$ cat config.mk
export PLATFORM = sky130hd
export DESIGN_NAME = axi_eth_tx
export DESIGN_NICKNAME = d
export VERILOG_FILES = /design/src/rtl/axi_eth_tx.sv
export SDC_FILE = /design/constraint.sdc
export NUM_CORES = 1
export LEC_CHECK = 0
export CORE_MARGIN = 5
export CORE_UTILIZATION = 47
export DETAILED_ROUTE_END_ITERATION = 8
export PLACE_DENSITY = 0.9
export SYNTH_ARGS = -nofsm -noshare
export SYNTH_HDL_FRONTEND = slang
export SYNTH_SLANG_ARGS = --single-unit
$ cat constraint.sdc
create_clock -name clk -period 3.06 [get_ports clk]
set_input_delay 0.918 -clock clk [delete_from_list [all_inputs] [get_ports clk]]
set_output_delay 0.918 -clock clk [all_outputs]
set_load 0.01 [all_outputs]
$ cat src/rtl/axi_eth_tx.sv
// Ethernet II transmit framer. Arbitrates between the ARP and IP payload
// streams, prepends the 14-byte Ethernet header, forwards the payload and
// zero-pads short payloads up to the 60-byte minimum frame (FCS added by MAC).

package axi_udp_pkg;
    parameter logic [15:0] ETHERTYPE_ARP = 16'h0806;
    parameter logic [15:0] ETHERTYPE_IP  = 16'h0800;
endpackage

module axi_eth_tx #(
    parameter logic [23:0] MAC_MSB = 24'h010203,
    parameter logic [23:0] MAC_LSB = 24'h040506
) (
    input  logic        clk,
    input  logic        areset,
    input  logic [7:0]  arp_s_axis_tdata,
    input  logic        arp_s_axis_tlast,
    input  logic        arp_s_axis_tvalid,
    output logic        arp_s_axis_tready,
    input  logic [47:0] arp_dst_mac,
    input  logic [7:0]  ip_s_axis_tdata,
    input  logic        ip_s_axis_tlast,
    input  logic        ip_s_axis_tvalid,
    output logic        ip_s_axis_tready,
    input  logic [47:0] ip_dst_mac,
    output logic [7:0]  mac_m_axis_tdata,
    output logic        mac_m_axis_tlast,
    output logic        mac_m_axis_tvalid,
    input  logic        mac_m_axis_tready,
    output logic        tx_busy
);
    import axi_udp_pkg::*;

    localparam logic [6:0] MIN_PAYLOAD = 7'd46;

    typedef enum logic [1:0] {S_IDLE, S_HDR, S_PAYLOAD, S_PAD} state_t;

    state_t      state_q, state_d;
    logic        last_arp_q, last_arp_d;   // 1: ARP was granted last, 0: IP
    logic        sel_arp_q, sel_arp_d;     // source owning the current frame
    logic [47:0] dst_q, dst_d;
    logic [15:0] etype_q, etype_d;
    logic [3:0]  idx_q, idx_d;
    logic [5:0]  cnt_q, cnt_d;

    logic         grant_arp;
    logic [111:0] hdr_w, hdr_sh;
    logic [7:0]   hdr_byte;
    logic [6:0]   cnt_plus;
    logic [7:0]   src_data;
    logic         src_valid, src_last;

    // Header is shifted so the byte at idx_q sits in the top octet.
    assign hdr_w    = {dst_q, MAC_MSB, MAC_LSB, etype_q};
    assign hdr_sh   = hdr_w << {idx_q, 3'b000};
    assign hdr_byte = hdr_sh[111:104];
    assign cnt_plus = {1'b0, cnt_q} + 7'd1;

    assign src_data  = sel_arp_q ? arp_s_axis_tdata  : ip_s_axis_tdata;
    assign src_valid = sel_arp_q ? arp_s_axis_tvalid : ip_s_axis_tvalid;
    assign src_last  = sel_arp_q ? arp_s_axis_tlast  : ip_s_axis_tlast;

    assign tx_busy = (state_q != S_IDLE);

    // State and frame-context registers.
    always_ff @(posedge clk) begin
        if (areset) begin
            state_q    <= S_IDLE;
            last_arp_q <= 1'b0;
            sel_arp_q  <= 1'b0;
            dst_q      <= '0;
            etype_q    <= '0;
            idx_q      <= '0;
            cnt_q      <= '0;
        end else begin
            state_q    <= state_d;
            last_arp_q <= last_arp_d;
            sel_arp_q  <= sel_arp_d;
            dst_q      <= dst_d;
            etype_q    <= etype_d;
            idx_q      <= idx_d;
            cnt_q      <= cnt_d;
        end
    end

    // Next-state logic and output muxing.
    always_comb begin
        state_d    = state_q;
        last_arp_d = last_arp_q;
        sel_arp_d  = sel_arp_q;
        dst_d      = dst_q;
        etype_d    = etype_q;
        idx_d      = idx_q;
        cnt_d      = cnt_q;
        grant_arp  = 1'b0;

        mac_m_axis_tdata  = 8'h00;
        mac_m_axis_tlast  = 1'b0;
        mac_m_axis_tvalid = 1'b0;
        arp_s_axis_tready = 1'b0;
        ip_s_axis_tready  = 1'b0;

        case (state_q)
            S_IDLE: begin
                if (arp_s_axis_tvalid || ip_s_axis_tvalid) begin
                    // On a tie, hand the frame to the source not served last.
                    grant_arp  = arp_s_axis_tvalid && (!ip_s_axis_tvalid || !last_arp_q);
                    sel_arp_d  = grant_arp;
                    last_arp_d = grant_arp;
                    dst_d      = grant_arp ? arp_dst_mac : ip_dst_mac;
                    etype_d    = grant_arp ? ETHERTYPE_ARP : ETHERTYPE_IP;
                    idx_d      = '0;
                    cnt_d      = '0;
                    state_d    = S_HDR;
                end
            end
            S_HDR: begin
                mac_m_axis_tvalid = 1'b1;
                mac_m_axis_tdata  = hdr_byte;
                if (mac_m_axis_tready) begin
                    idx_d = idx_q + 4'd1;
                    if (idx_q == 4'd13) state_d = S_PAYLOAD;
                end
            end
            S_PAYLOAD: begin
                mac_m_axis_tvalid = src_valid;
                mac_m_axis_tdata  = src_data;
                // tlast is only forwarded once the frame has reached minimum size.
                mac_m_axis_tlast  = src_last && (cnt_plus >= MIN_PAYLOAD);
                arp_s_axis_tready = sel_arp_q  && mac_m_axis_tready;
                ip_s_axis_tready  = !sel_arp_q && mac_m_axis_tready;
                if (src_valid && mac_m_axis_tready) begin
                    cnt_d = (cnt_plus >= MIN_PAYLOAD) ? MIN_PAYLOAD[5:0] : cnt_plus[5:0];
                    if (src_last)
                        state_d = (cnt_plus >= MIN_PAYLOAD) ? S_IDLE : S_PAD;
                end
            end
            S_PAD: begin
                mac_m_axis_tvalid = 1'b1;
                mac_m_axis_tlast  = (cnt_plus == MIN_PAYLOAD);
                if (mac_m_axis_tready) begin
                    cnt_d = cnt_plus[5:0];
                    if (cnt_plus == MIN_PAYLOAD) state_d = S_IDLE;
                end
            end
            default: state_d = S_IDLE;
        endcase
    end

endmodule
**After elaboration in Yosys (flattened, before gate mapping)**

Index checks and enable logic that the tools add are counted.

- Register bits after elaboration: 77
- Logic and storage cells: 67
- Output and inout port bits: 13

- Muxes and demuxes: 27
- Reductions and logical operators: 18
- Order comparisons: 1
- Equality and inequality tests: 12
- Add/sub/neg operators: 2
- Shift operators: 1

Operators with widths:

| kind | count |
|---|---|
| $shl 112x7->112 | 1 |
| $mux 48 | 1 |
| $mux 6 | 4 |
| $pmux 6 s3 | 1 |
| $mux 2 | 8 |
| $pmux 8 s2 | 1 |
| $ne 2x2->1 const B | 7 |
| $mux 4 | 2 |
| $mux 8 | 1 |
| $pmux 2 s4 | 1 |
| $pmux 4 s2 | 1 |
| $add 6x1->7 const B | 1 |
| $eq 7x6->1 const B | 1 |
| $ge 7x6->1 const B | 1 |
| $reduce_and 7->1 | 1 |
| $logic_and 1x1->1 | 5 |
| $add 4x1->4 const B | 1 |
| $eq 2x2->1 const B | 2 |
| $eq 4x4->1 const B | 1 |
| $mux 1 | 4 |
| $pmux 1 s2 | 2 |
| $reduce_and 4->1 | 1 |
| $reduce_bool 2->1 | 2 |
| $mux 3 | 1 |
| 8 further kinds | 10 |

**Logic depth before layout (Yosys ltp)**

Gate-level depths: netlist (run 1).

- Word-level depth: 6
- Depth in mapped cells: 8

**Worst setup path after synthesis (run 1)**

No wires, ideal clock.

- Kind: reg-to-output
- Start point: register cnt_q[0]
- End point: output mac_m_axis_tlast
- Cell stages (with the launch flop): 7
- Arrival: 1.638 ns
- Path slack: 0.504 ns
- Path buffers: 1
- Cell sequence: dfxtp_1 -> ha_1 -> buf_2 -> nand3_1 -> or2_2 -> a21oi_1 -> o2bb2ai_1

- Cells in the longest elaborated chain, start to end: 4

RTL lines:

| what | line | RTL |
|---|---|---|
| from (decl) | 44 | `logic [5:0] cnt_q, cnt_d;` |
| from (signal assigned) | 82 | `cnt_q <= cnt_d;` |
| $add 6x1->7 (*) | 57 | `assign cnt_plus = {1'b0, cnt_q} + 7'd1;` |
| $ge 7x6->1 | 129 | `mac_m_axis_tlast = src_last && (cnt_plus >= MIN_PAYLOAD);` |
| $logic_and 1x1->1 | 129 |  |
| $pmux 1 s2 (*) | 103 | `case (state_q)` |
| to (decl) | 27 | `output logic mac_m_axis_tlast,` |

Every way passes the cells marked *; elsewhere a longest branch is shown, timed or not.

**Final worst setup path (run 1)**

- Start point: input ip_s_axis_tvalid
- End point: output mac_m_axis_tvalid

- Cells in the longest elaborated chain, start to end: 2

RTL lines:

| what | line | RTL |
|---|---|---|
| from (decl) | 23 | `input logic ip_s_axis_tvalid,` |
| $mux 1 | 60 | `assign src_valid = sel_arp_q ? arp_s_axis_tvalid : ip_s_axis_tvalid;` |
| $pmux 1 s2 | 103 |  |
| to (decl) | 28 | `output logic mac_m_axis_tvalid,` |

Every way passes these cells.

==> results of run 1 <==
-- worst paths after layout --
check,endpoint
worst max-delay path,mac_m_axis_tvalid
worst min-delay path,cnt_q[1]$_SDFFE_PP0P_
worst max register to register,cnt_q[3]$_SDFFE_PP0P_
worst min register to register,cnt_q[1]$_SDFFE_PP0P_
-- flip-flops by register name (all words and copies together) (netlist names) --
| signal | count |
|---|---|
| etype_q | 2 |
| idx_q | 4 |
| state_q | 2 |
| cnt_q | 6 |
| dst_q | 48 |
-- final cells by class --
cell class | instances | share of cell area (%)
inverters | 18 | 1.17
flip-flops and latches | 62 | 21.7
clock inverters | 4 | 0.822
well taps | 105 | 2.27
multi-input cells | 343 | 44.0
clock buffers | 12 | 2.34
repair buffers | 168 | 27.8
-- power groups by stage --
stage / Combinational [W] / Clock (W) / Sequential (W)
global placement: 0.00182 / 0 / 0.00122
global route: 0.00208 / 0.000734 / 0.00125
detailed placement: 0.00187 / 0 / 0.00124
floorplan: 0.00124 / 0 / 0.00118
CTS: 0.00189 / 0.000691 / 0.00122
finish: 0.00191 / 0.000680 / 0.00122
-- what timing repair did --
item                       in CTS  in global routing
cloned                          0                  0
buffers inserted                4                  0
setup endpoints to repair      10                 11
resized for setup              20                 17
pin swaps                       0                  2
-- kinds of logic (layout without fill, tap and decap cells) --
| family | count (synthesis) | count (layout) | synth area share, % |
|---|---|---|---|
| AOI/OAI and AO/OA | 129 | 129 | 23.5 |
| and+or+nand+nor | 129 | 129 | 15.3 |
| muxes | 73 | 73 | 20.5 |
| DFF | 62 | 62 | 31.3 |
| buffers and inverters | 56 | 202 | 5.87 |
| adders and majority gates | 9 | 9 | 2.84 |
| xor gates and xnor gates | 3 | 3 | 0.663 |
-- placed cells by master (no fill, tap or decap), drive strengths merged, types with 4 or more instances in the layout --
cell type and n:
nand3 7, ha 9, a211oi 50, nand2 15, dfxtp 62, o22ai 5
and2 4, clkbuf 14, nor2b 6, a31oi 7, mux2i 62, mux2 5
o21a 6, o211ai 4, dlygate4sd2 6, o21ai 8, clkdlybuf4s50 118, inv 17
mux4 6, nand4 6, a21oi 19, buf 38, nor2 70
-- routing by layer --
layer  global-route usage (%)  part of all wire, %  vias up
li1                         -                    -     2002
met1                     27.0                   38     1896
met2                     43.0                   52      189
met3                     5.23                  7.8       32
met4                     8.18                  2.2        0
met5                        0                    0        -
-- through the flow --
step | cells | power, W | utilization [%] | TNS [ns]
after CTS | 712 | 0.00380 | 70.1 | 0
after global placement | 692 | 0.00304 | 67.4 | -1.28
after detailed placement | 692 | 0.00311 | 67.4 | -1.48
after global routing | 712 | 0.00407 | 70.4 | -0.00865
final | 712 | 0.00381 | 70.4 | 0
after floorplan | 461 | 0.00243 | - | 0
-- worst reg2reg max path, stage by stage, from the launching register on --
cell      delay [ns]
dfxtp_1         0.38
inv_1           0.10
ha_1            0.21
buf_4           0.19
nor2_1          0.20
o21a_1          0.36
and2_1          0.29
o211ai_1        0.14
a211oi_1        0.29
==> summary.md, run 1 <==
| Metric | Value |
|---|---|
| Number of library cell types mapped by synthesis | 63 |
| Endpoints failing setup | 0 |
| #FFs+latches synth | just over 60 |
| # hold bufs at CTS | 0 |
| Share of the synthesized area in the top cell type | about 31% |
| CP arrival | roughly 2.1 ns |
| Drt pass-1 iters | 5 |
| Initial Utilization | approximately half |
| Number of I/O pins | 132 |
| Setup WS pre-CTS | -0.239 ns |
| Maximum vdd ir drop | 0.000460 V |
| Ys async rst share | 0% |
| Switch share | 39.1% |
| WP depth | 5 |
| DR WL/cell | 17.2 um |
| Final wirelength | 12,200 um |
| FP Rows | 33 |
| Largest stage delay, worst path | ~0.48 ns |
| Clock latency on the worst-skew pair | 0.34 ns |
| Pwr/cell area | 659 nW/um^2 |
| Clk slew on worst S/H paths | 0.06 ns |
| Setup ws final | about 0.063 ns |
| Worst endpoint required time | roughly 2.1 ns |
| ANT cells | 0 |
| Crit path max-delay family | buffers and inverters |
| Crit share post-route | 97.9% |
| Chip Width | 102 um |
| GR Util All Layers | a little under a quarter |
| Int Pwr | 0.00232 W |
| Crit path launch type | primary input |
| Status | finished, final reports clean |
| FMAX | around 330 MHz |
| Ys flop type | dfxtp_1 |
| Cell Chain, Critical Path | clkdlybuf4s50_1 -> mux2_2 -> nand2_1 -> a31oi_1 -> dlygate4sd2_1 |
| Largest driver fanout on the critical path | 2 |
| CP max stage cell | clkdlybuf4s50_1 |
| Antenna violations before repair | 0 |
| Reg-to-Reg Start | state_q[0]$_SDFFE_PP0P_ |
| Synth top area cells | dfxtp_1, mux2i_1, a211oi_1, nor2_1, mux4_2 |
| First-pass GRT wire length | 19,300 um |
| DRC violations left | 0 |
| Hold depth | 2 |
| Syn Inst Count | 461 |
| Avg Cell Area, Syn | 8.59 um^2 |
| Reg2Reg Depth | 8 |
| Drt via density | 5.79 |
| Syn nets | 589 |
| Area of placed instances | 5540 um^2 |
| Clock skew | 0.00613 ns |
| Most common cell in the netlist | nor2_1 |
| Gpl congestion | a little under 1 |
| Buffers and inverters on the worst path | 2 |
| Total CTS buffers | 9 |
| Combinational share of power | 50.0% |
| Worst min path class | reg2reg |
| Reg power frac | 32.1% |
| Post-route cell area | around 5800 um^2 |
| Post-synthesis sequential area ratio | 31.3% |
| ANT nets after route | 0 |
| Total Die Area | 10,400 um^2 |
| Fillers | slightly above 600 |
| Worst-Margin Slew | roughly 0.50 ns |
| P&R area growth vs syn | 46.0% |
| Nets | 730 |
| CTS Buffer Depth | 2 |
| Global route overflow | 0 |
| Worst reg-to-reg setup slack | 0.80 ns |
| Multi-input logic area | 2540 um^2 |
| Vias in the first global route | ~4,100 |
| Synth area leader | dfxtp_1 |
| Mapped Area | 3960 um^2 |
| Slew HR | 66.1% |
| Ratio of cells with drive above 1 in the final layout | roughly 14% |
| CP Class | in2out |
| Min Hold Slack | 0.499 ns |
| Tmin final | 3.00 ns |
| Hold Startpoint | cnt_q[1]$_SDFFE_PP0P_ |
| Via count | around 4,100 |
| Reg area | 1250 um^2 |
| Root buffer cell | clkbuf_8 |
| CTS tree | built |
| Hold Vio Cnt, Final | 0 |
| CP endpoint kind | output port |
| Core area | 8220 um^2 |
| H-tree levels | 3 |
| Clk pwr share | 17.9% |
| Critical Path Source | ip_s_axis_tvalid |
| EDFF count, synth | 0 |
| CTS sink count | 62 |
| Leading cell types by count after synthesis | nor2_1, dfxtp_1, mux2i_1 |
| MaxCap Viol Count | 0 |
| Port bufs | between 100 and 150 |
| Pleak | 2.30 nW |
| Max Slew Vio Count | 0 |
| Post-DP HPWL | roughly 9600 um |
| Yosys warning total | 0 |
| Die H | 102 um |
| Switch Pwr | about 0.0015 W |
| DRT iter0 DRCs | 283 |
| Pin count of the biggest net entering global routing | 74 |
(Power assumes the default switching activity.)
==> inputs of run 2 (changes only) <==
==> config.mk (replaced) <==
export PLATFORM = sky130hd
export DESIGN_NAME = axi_eth_tx
export DESIGN_NICKNAME = d
export VERILOG_FILES = /design/src/rtl/axi_eth_tx.sv
export SDC_FILE = /design/constraint.sdc
export NUM_CORES = 1
export LEC_CHECK = 0
export CELL_PAD_IN_SITES_DETAIL_PLACEMENT = 2
export CELL_PAD_IN_SITES_GLOBAL_PLACEMENT = 2
export CORE_MARGIN = 10
export CORE_UTILIZATION = 26
export DETAILED_ROUTE_END_ITERATION = 8
export MAX_ROUTING_LAYER = met4
export PLACE_DENSITY = 0.88
export SYNTH_ARGS = -nofsm -noshare
export SYNTH_HDL_FRONTEND = slang
export SYNTH_SLANG_ARGS = --single-unit
==> run 2 against run 1 <==
Net effect:
- clock skew down 0.00092 ns
- non-clock buffer count down 2
- global-route usage down 6.2 points
- sequential share of layout area down 0.88 points
- critical path depth unchanged
- critical endpoint is now mac_m_axis_tdata[3]
- hold slack worse by 0.0086 ns
- wire length up 43%
- critical path type unchanged
- clock power up 44%
- count of clock-buffer cells in the layout down 2
- via count up 0.85%
- sequential cell count unchanged
- die area up 99%
==> summary.md, run 2 (synthesis results as in run 1) <==
| Metric | Value |
|---|---|
| Slew HR | 55.2% (-11 points) |
| Total CTS buffers | 9 (unchanged) |
| Drt pass-1 iters | 4 (-1) |
| Largest regs | dst_q: 48 flops, cnt_q: 6 flops, idx_q: 4 flops |
| CP Class | in2out |
| Antenna violations before repair | 0 (unchanged) |
| Vias in the first global route | 4,843 (+17%) |
| Max reg flops | 48 (unchanged) |
| Total Die Area | 20,600 um^2 (+99%) |
| # hold bufs at CTS | 0 (unchanged) |
| Chip Width | 143 um (+41%) |
| Worst reg-to-reg setup slack | 0.74 ns (-0.06 ns) |
| CTS sink count | 62 (unchanged) |
| Hold Vio Cnt, Final | 0 (unchanged) |
| Worst-Margin Slew | 0.673 ns (+0.173 ns) |
| P&R area growth vs syn | 51.7% |
| Largest register by flop count | dst_q |
| FP Rows | 45 (+36%) |
| Setup TNS | 0 ns (unchanged) |
| Setup ws final | 0.0454 ns (-0.0174 ns) |
| Min Hold Slack | 0.490 ns (-0.00859 ns) |
| Clk slew on worst S/H paths | 0.06 ns (about the same) |
| Pleak | 2.29 nW (-0.56%) |
| ANT cells | 0 (unchanged) |
| Status | finished, final reports clean |
| MaxCap Viol Count | 0 (unchanged) |
| Endpoints failing setup | 0 (unchanged) |
| Area of placed instances | 5660 um^2 (+2.2%) |
| Pin count of the biggest net entering global routing | 98 (+32%) |
| Drt via density | 5.24 (-9.5%) |
| Nets | 728 (-0.27%) |
| DRT iter0 DRCs | 238 (-16%) |
| Largest driver fanout on the critical path | 1 (-1) |
| Die H | 143 um (+41%) |
| Maximum vdd ir drop | 0.000403 V (-12%) |
| Crit share post-route | 98.5% (+0.57 points) |
| CP endpoint kind | output port |
| Commonest non-fill, non-tap cell in the layout | clkdlybuf4s50_1 |
| GR Util All Layers | 17.4% (-6.2 points) |
| DRC violations left | 0 (unchanged) |
| CTS tree | built |
| Via count | 4,154 (+0.85%) |
| Gpl congestion | 0.814 (-18%) |
| CP arrival | 2.10 ns (+0.02 ns) |
| FMAX | 332 MHz (-0.58%) |
| Setup WS pre-CTS | -0.308 ns (-0.0693 ns) |
| Commonest cells after routing, fill and taps aside | clkdlybuf4s50_1, nor2_1, mux2i_1 |
| CTS Buffer Depth | 2 (unchanged) |
| Clock latency on the worst-skew pair | 0.34 ns (about the same) |
| Crit path launch type | primary input |
| Ratio of cells with drive above 1 in the final layout | 17.2% (+2.9 points) |
| Port bufs | 131 (unchanged) |
| Post-route cell area | 6010 um^2 (+3.9%) |
| RSZ-0062 raised after global routing | no |
| Post-DP HPWL | 13,600 um (+42%) |
| Clock skew | 0.00522 ns (-0.000915 ns) |
| Tmin final | 3.01 ns (+0.0174 ns) |
| Max Slew Vio Count | 0 (unchanged) |
| Worst min path class | reg2reg |
| Number of I/O pins | 132 (unchanged) |
| DR WL/cell | 22.1 um (+28%) |
| First-pass GRT wire length | 27,000 um (+40%) |
| Core area | 15,100 um^2 (+84%) |
| Root buffer cell | clkbuf_16 |
| ANT nets after route | 0 (unchanged) |
| Initial Utilization | 26.3% (-22 points) |
| H-tree levels | 3 (unchanged) |
| Pwr/cell area | 716 nW/um^2 (+8.6%) |
| Final wirelength | 17,500 um (+43%) |
| Global route overflow | 0 (unchanged) |
| Worst endpoint required time | 2.14 ns (about the same) |
## run 2: changes by cell type in the layout (fill, tap and decap cells not counted), sizes merged
cell	previous run	this run
bufinv	1	0
clkinv	3	2
buf	38	37
clkbuf	14	15
clkdlybuf4s15	2	3
dlymetal6s2s	2	0
dlygate4sd2	6	3
clkinvlp	1	5
## run 2: final cells by class
cell class	instances	area [um^2]
fill	1647	9080
multi-input combinational	343	2580
timing repair buffer	166	1590
sequential	62	1250
clock buffer	10	239
tap	188	235
inverter	18	71.3
clock inverter	6	47.5
## run 2: power breakdown
part | total, W | switching [W] | internal, W
Sequential | 0.00125 | 0.000182 | 0.00107
Clock | 0.000982 | 0.000409 | 0.000572
Combinational | 0.00207 | 0.00119 | 0.000883
## run 2: metrics by stage
step	instances	power, W	utilization, %
6_report	793	0.00430	39.8
5_1_grt	793	0.00457	39.8
4_1_cts	793	0.00431	39.8
3_5_place_dp	776	0.00327	37.5
3_3_place_gp	776	0.00314	37.5
2_1_floorplan	461	0.00243	-
## run 2: repair_timing
| item | 4_1_cts | 5_1_grt |
|---|---|---|
| cloned | 0 | 0 |
| setup buffers | 1 | 0 |
| endpoints found under the setup margin | 12 | 10 |
| pin swaps | 2 | 2 |
| hold endpoints to repair | 0 | 0 |
| gates resized for setup | 32 | 25 |
## run 2: routing by layer
metal,vias to the layer above,global-route usage [%],wire [um]
met2,131,31.5,9170
met3,14,3.10,717
li1,1992,-,-
met4,0,4.67,250
met5,-,-,0
met1,2017,19.2,7350
## run 2: path summary, 6_finish.rpt
check	start	end	depth (start not counted)
worst min-delay path	etype_q[11]$_SDFFE_PP0P_	etype_q[11]$_SDFFE_PP0P_	2
worst max-delay path	arp_s_axis_tdata[3]	mac_m_axis_tdata[3]	5
worst max register to register	state_q[1]$_SDFFE_PP0P_	cnt_q[3]$_SDFFE_PP0P_	7
worst min register to register	etype_q[11]$_SDFFE_PP0P_	etype_q[11]$_SDFFE_PP0P_	2
## run 2: critical path, stage by stage
cell and delay, ns:
clkdlybuf4s50_1 0.42, mux2_2 0.27, a32oi_1 0.14, a21boi_0 0.11, clkdlybuf4s15_1 0.24
